[config.mk]
export PLATFORM = sky130hd
export DESIGN_NAME = full_adder_flat
export DESIGN_NICKNAME = d
export VERILOG_FILES = /design/src/rtl/full_adder_if.sv /design/src/rtl/full_adder.sv /design/src/flat_wrapper.sv
export SDC_FILE = /design/constraint.sdc
export NUM_CORES = 1
export LEC_CHECK = 0
export ABC_AREA = 1
export BUFFER_PORTS_ARGS = -buffer_cell sky130_fd_sc_hd__buf_2
export CAP_MARGIN = 10
export CORE_AREA = 2 2 39 41
export CTS_CLUSTER_DIAMETER = 50
export DETAILED_ROUTE_END_ITERATION = 16
export DIE_AREA = 0 0 41 43
export SLEW_MARGIN = 10
export SYNTH_ARGS = -nofsm -noshare
export SYNTH_HDL_FRONTEND = slang
export SYNTH_SLANG_ARGS = --single-unit
[constraint.sdc]
create_clock -name clk -period 1.4 [get_ports clk]
set_clock_uncertainty 0.15 [all_clocks]
set_input_delay 0.07 -clock clk [delete_from_list [all_inputs] [get_ports clk]]
set_output_delay 0.07 -clock clk [all_outputs]
set_load 0.01 [all_outputs]
[src/rtl/full_adder_if.sv]
`default_nettype none
// ============================================================================
// Module      : full_adder_if
// Description : Operand/result bundle for the registered full adder. The
//               master drives operands and consumes results; the adder is
//               the slave. The ovf wire exists only when FULL_ADDER_OVF_EN
//               is defined.
// Revision    : 1.0 - initial release
// ============================================================================
interface full_adder_if #(
  parameter int WIDTH = 1
);
  logic [WIDTH-1:0] A;
  logic [WIDTH-1:0] B;
  logic             Cin;
  logic             in_valid;
  logic [WIDTH-1:0] Y;
  logic             Cout;
  logic             out_valid;
`ifdef FULL_ADDER_OVF_EN
  logic             ovf;

  modport master (
    output A, B, Cin, in_valid,
    input  Y, Cout, out_valid, ovf
  );

  modport slave (
    input  A, B, Cin, in_valid,
    output Y, Cout, out_valid, ovf
  );
`else
  modport master (
    output A, B, Cin, in_valid,
    input  Y, Cout, out_valid
  );

  modport slave (
    input  A, B, Cin, in_valid,
    output Y, Cout, out_valid
  );
`endif
endinterface
`default_nettype wire

[src/rtl/full_adder.sv]
`default_nettype none
// ============================================================================
// Module      : full_adder
// Description : Registered ripple-carry adder, {Cout,Y} = A + B + Cin with a
//               one-cycle latency. WIDTH=1 is the classic full-adder cell.
//               Optional macro FULL_ADDER_OVF_EN adds a registered signed
//               overflow flag (ovf = c[WIDTH] ^ c[WIDTH-1]).
// Revision    : 1.0 - initial release
// ============================================================================
module full_adder #(
  parameter int WIDTH = 1
) (
  input  wire          clk,
  input  wire          rst_n,
  full_adder_if.slave  bus
);

  // Carry chain: w_carry[0] is the external carry-in, w_carry[WIDTH] the carry-out.
  logic [WIDTH:0]   w_carry;
  logic [WIDTH-1:0] w_sum;

  logic [WIDTH-1:0] r_y;
  logic             r_cout;
  logic             r_valid;

  assign w_carry[0] = bus.Cin;

  for (genvar i = 0; i < WIDTH; i++) begin : g_bit
    assign w_sum[i]       = bus.A[i] ^ bus.B[i] ^ w_carry[i];
    assign w_carry[i + 1] = (bus.A[i] & bus.B[i]) |
                            (bus.A[i] & w_carry[i]) |
                            (bus.B[i] & w_carry[i]);
  end

  // Capture sum/carry only on qualified cycles so X on idle operands never lands.
  always_ff @(posedge clk or negedge rst_n) begin
    if (!rst_n) begin
      r_y     <= '0;
      r_cout  <= 1'b0;
      r_valid <= 1'b0;
    end else begin
      r_valid <= bus.in_valid;
      if (bus.in_valid) begin
        r_y    <= w_sum;
        r_cout <= w_carry[WIDTH];
      end
    end
  end

  assign bus.Y         = r_y;
  assign bus.Cout      = r_cout;
  assign bus.out_valid = r_valid;

`ifdef FULL_ADDER_OVF_EN
  logic r_ovf;

  // Signed overflow: carry into the sign bit differs from carry out of it.
  always_ff @(posedge clk or negedge rst_n) begin
    if (!rst_n) begin
      r_ovf <= 1'b0;
    end else if (bus.in_valid) begin
      r_ovf <= w_carry[WIDTH] ^ w_carry[WIDTH - 1];
    end
  end

  assign bus.ovf = r_ovf;
`endif

endmodule
`default_nettype wire

[src/flat_wrapper.sv]
// flat-port wrapper written by rule: the top's interface ports become plain ports
module full_adder_flat 
#(
  parameter int WIDTH = 1
)
  (clk, rst_n, bus_A, bus_B, bus_Cin, bus_in_valid, bus_Y, bus_Cout, bus_out_valid);
  full_adder_if #(.WIDTH(WIDTH)) bus_i ();
  input  wire clk;
  input  wire rst_n;
  input wire logic [$bits(bus_i.A)-1:0] bus_A;
  input wire logic [$bits(bus_i.B)-1:0] bus_B;
  input wire logic [$bits(bus_i.Cin)-1:0] bus_Cin;
  input wire logic [$bits(bus_i.in_valid)-1:0] bus_in_valid;
  output wire logic [$bits(bus_i.Y)-1:0] bus_Y;
  output wire logic [$bits(bus_i.Cout)-1:0] bus_Cout;
  output wire logic [$bits(bus_i.out_valid)-1:0] bus_out_valid;
  assign bus_i.A = bus_A;
  assign bus_i.B = bus_B;
  assign bus_i.Cin = bus_Cin;
  assign bus_i.in_valid = bus_in_valid;
  assign bus_Y = bus_i.Y;
  assign bus_Cout = bus_i.Cout;
  assign bus_out_valid = bus_i.out_valid;
  full_adder #(.WIDTH(WIDTH)) u_core (.clk(clk), .rst_n(rst_n), .bus(bus_i));
endmodule
# == Word-level counts from Yosys, hierarchy flattened ==
# Index checks and enable logic that the tools add are counted.
# word_totals
register_bits,3
latchBits,0
ram_bits,0
romBits,0
inputBits,6
output_inout_bits,3
wordCells,10
n_memories,0
# op_classes
addsub,0
n_mul,0
div_mod_pow,0
n_lt_le_gt_ge,0
n_eq_ne,0
n_shift,0
n_mux,0
bitwise_logic,7
reduce_logical,0
# op_table
op,count
$and A1 B1 Y1,3
$or A1 B1 Y1,2
$xor A1 B1 Y1,2

# == Depth between registers and ports, before layout ==
# depth
word_depth,3
mapped_depth,3
mapped_depth_nobuf,3

# == Worst setup path before layout ==
# No wires, ideal clock.
# synth_timing
path_kind,input -> register
from,input bus_Cin
to,"register u_core.r_y, in the netlist u_core.bus.Y"
setup_time_ns,0.117
arrival_time_ns,0.632
path_slack_ns,0.502
path_stages,3
path_buffers,0
cell_sequence,fa_1 > nand2_1 > nand2_1
# synth_via
elab_chain_len,1
# synth_rtl
element,line,rtl
from (decl),flat_wrapper.sv:12,input wire logic [$bits(bus_i.Cin)-1:0] bus_Cin;
$xor A1 B1 Y1,full_adder.sv:29,assign w_sum[i] = bus.A[i] ^ bus.B[i] ^ w_carry[i];
to (signal assigned),full_adder.sv:44,r_y <= w_sum;
to (decl),full_adder.sv:22,logic [WIDTH-1:0] r_y;
# Every way passes these cells.
# A chain may end at the register's enable or synchronous reset.

# == Final worst setup path ==
# layout_timing
from,"register u_core.r_y, in the netlist u_core.bus.Y"
to,output bus_Y
# layout_lines
element,line,rtl
to (decl),flat_wrapper.sv:14,output wire logic [$bits(bus_i.Y)-1:0] bus_Y;
# No word-level cell between the ends.

==> impl_results.md <==
* Status: finished clean
* HP Class: in -> async
* Post-CTS Hold Buffers at 2
* Max_slew headroom at 0.943
* CP bufs+invs at 1
* Filler Cells Inserted at approximately 160
* Simple-Gate Fraction of Synth Area at 0.186
* WL final at between 200 and 300 um
* Port buffer count at 8
* Met2 Use GR at 0.0406
* CP Class: reg -> out
* Power Density at approximately 1300 mW/mm^2
* Final non-filler cell total at slightly above 40
* YS warnings at 0
* CTS sink count at 3
* Multiplexer area fraction after synthesis at 0
* Synth Area in Adders at 0.165
* CP Max Fanout at 2
* Via count at between 100 and 150
* Synthesized area per cell at roughly 11 um^2
* Die area at between 0.0015 and 0.002 mm^2
* CP Cell Sequence: buf_2
* Delay-heaviest family, CP: flip-flops
* Worst EP required at 1.18 ns
* First-pass GRT wire length at between 400 and 500 um
* Element type at the critical path start: register
* Drc violations at 0
* Antenna cells at 0
* Achievable Freq at between 1000 and 1500 MHz
* Vias per std cell at ~2.8
* WL/cell at between 7 and 8 um
* Vias in the first global route at 120
* Sequential Area at about 75 um^2
* Critical path origin: u_core.bus.Y
* Synth Area in Compound Gates at 0
* Final min period at roughly 0.95 ns
* Area of the multi-input gates at 42.5 um^2
* Type of element capturing the critical path: output port
* GRT met3 Usage at 0.0314
* Clock transition at the registers of the reported paths at 0.04 ns
* Synthesized instance count at 11
* Seq/Total Area, Yosys at 0.619
* Largest family of logic cells by synthesized area: simple AND/OR/NAND/NOR gates
* CTS buffer count at 3
* Critical Path Slowest Stage Cell: dfrtp_1
* TritonRoute pass-1 iters at 2
* Synth cell types at 4
* H-tree levels at 1
* Worst-margin pin slew at 0.0857 ns
* PostCTS Resize Cnt at 0
* Pleak at roughly 0.00012 uW
* CTS Buffer Depth at 2
* RSZ-0062 raised after global routing: false
* Placed insts at 35
* RR Startpoint: u_core.bus.Y
* R2R cell count at 2
* WP depth at 1
* Syn Nets at 18
* Mapped Area at between 100 and 150 um^2
* Chip height at approximately 43 um
* Flops & latches, synth at 3
* # IOs at 9
* Post-CTS Setup Repair Bufs at 0
* Setup_tns at 0 ns
* Die width at around 41 um
* Final max-slew violation count at 0
* Net count, final at 33
* Initial antenna violation count at 0
* Layout cells sized above 1 at 0.440
* Synth-to-Final Area Change at 87.6%
* Critical Path Max Stage Delay at between 0.3 and 0.4 ns
* Clock Latency Late Sink at between 0.2 and 0.25 ns
* Core area at approximately 0.0014 mm^2
* Grt met1 use at 0.0388
* Final period util at 0.681
* Fin. Hold Viols at 0
* Most Used Layer, Global Route: met4
* Total Routing Usage GR at 0.0493
* Synth Area in XOR/XNOR at 0
* VDD IR max at 0.000173 V
* # rows at 14
* Arr. time, crit path at between 0.7 and 0.8 ns
* CTS root buffer: clkbuf_4
* Iter 0 DRT Violations at 3
* Maxcap violations at 0
* TritonCTS clock tree: yes
* Total grt overflow at 0
* Routability cong. at 0.543
* Final setup viols at 0
* Antenna-violating nets left at 0
* Pin count of the biggest net entering global routing at 5
* Starting density of the core at 0.0877
-- through the flow --
step	area [um^2]	util	setup WS (ns)	total power (uW)	hold slack, ns
after detailed placement	181	0.131	0.354	139	-0.281
after CTS	228	0.165	0.436	301	0.00772
after global routing	228	0.165	0.405	318	0.0140
after floorplan	121	-	0.502	116	-0.376
after global placement	181	0.131	0.356	138	-0.283
final	228	0.165	0.447	292	0.0106
-- synthesized netlist by cell type --
library cell / n / area share
dfrtp_1: 3 / 0.62
fa_1: 1 / 0.16
nand2_1: 6 / 0.19
inv_1: 1 / 0.031
-- flip-flops by register name, summed over array words and instances, names as in the netlist --
signal                flops
u_core.bus.Y              1
u_core.bus.Cout           1
u_core.bus.out_valid      1
-- layer usage --
metal,vias up,share of wire
met3,0,0.10
met1,46,0.51
met4,0,0
li1,60,-
met5,-,0
met2,8,0.39
-- kinds of logic after synthesis --
| family | Yosys count |
|---|---|
| adder cells (fa/ha/maj) | 1 |
| buffers and inverters | 1 |
| AND/OR/NAND/NOR | 6 |
| flip-flops | 3 |
-- area by class of cell --
cell class / count / share of cell area
clock buffer: 4 / 0.115
inverter: 1 / 0.0165
multi-input combinational: 7 / 0.187
sequential: 3 / 0.330
tap: 16 / 0.0879
timing repair buffer: 10 / 0.264
-- power by group --
group	switching, uW	internal [uW]
clock network	43.6	107
logic	20.6	20.8
registers	3.71	96.2
-- layout by cell type, fill, tap and decap left out --
cell           n
buf_2          8
nand2_1        6
clkbuf_4       3
dfrtp_1        3
dlygate4sd3_1  2
inv_1          1
fa_1           1
clkbuf_1       1
-- path summary, 6_finish.rpt --
check / end / slack (ns)
setup / recovery: bus_Y / 0.45
hold / removal: u_core.bus.Y / 0.01
setup reg to reg: u_core.bus.Y / 0.66
hold reg to reg: u_core.bus.Cout / 0.32
max in group asynchronous: u_core.bus.out_valid / 0.98
min in group clk: u_core.bus.Y / 0.07
Power figures use the tool's default switching activity.
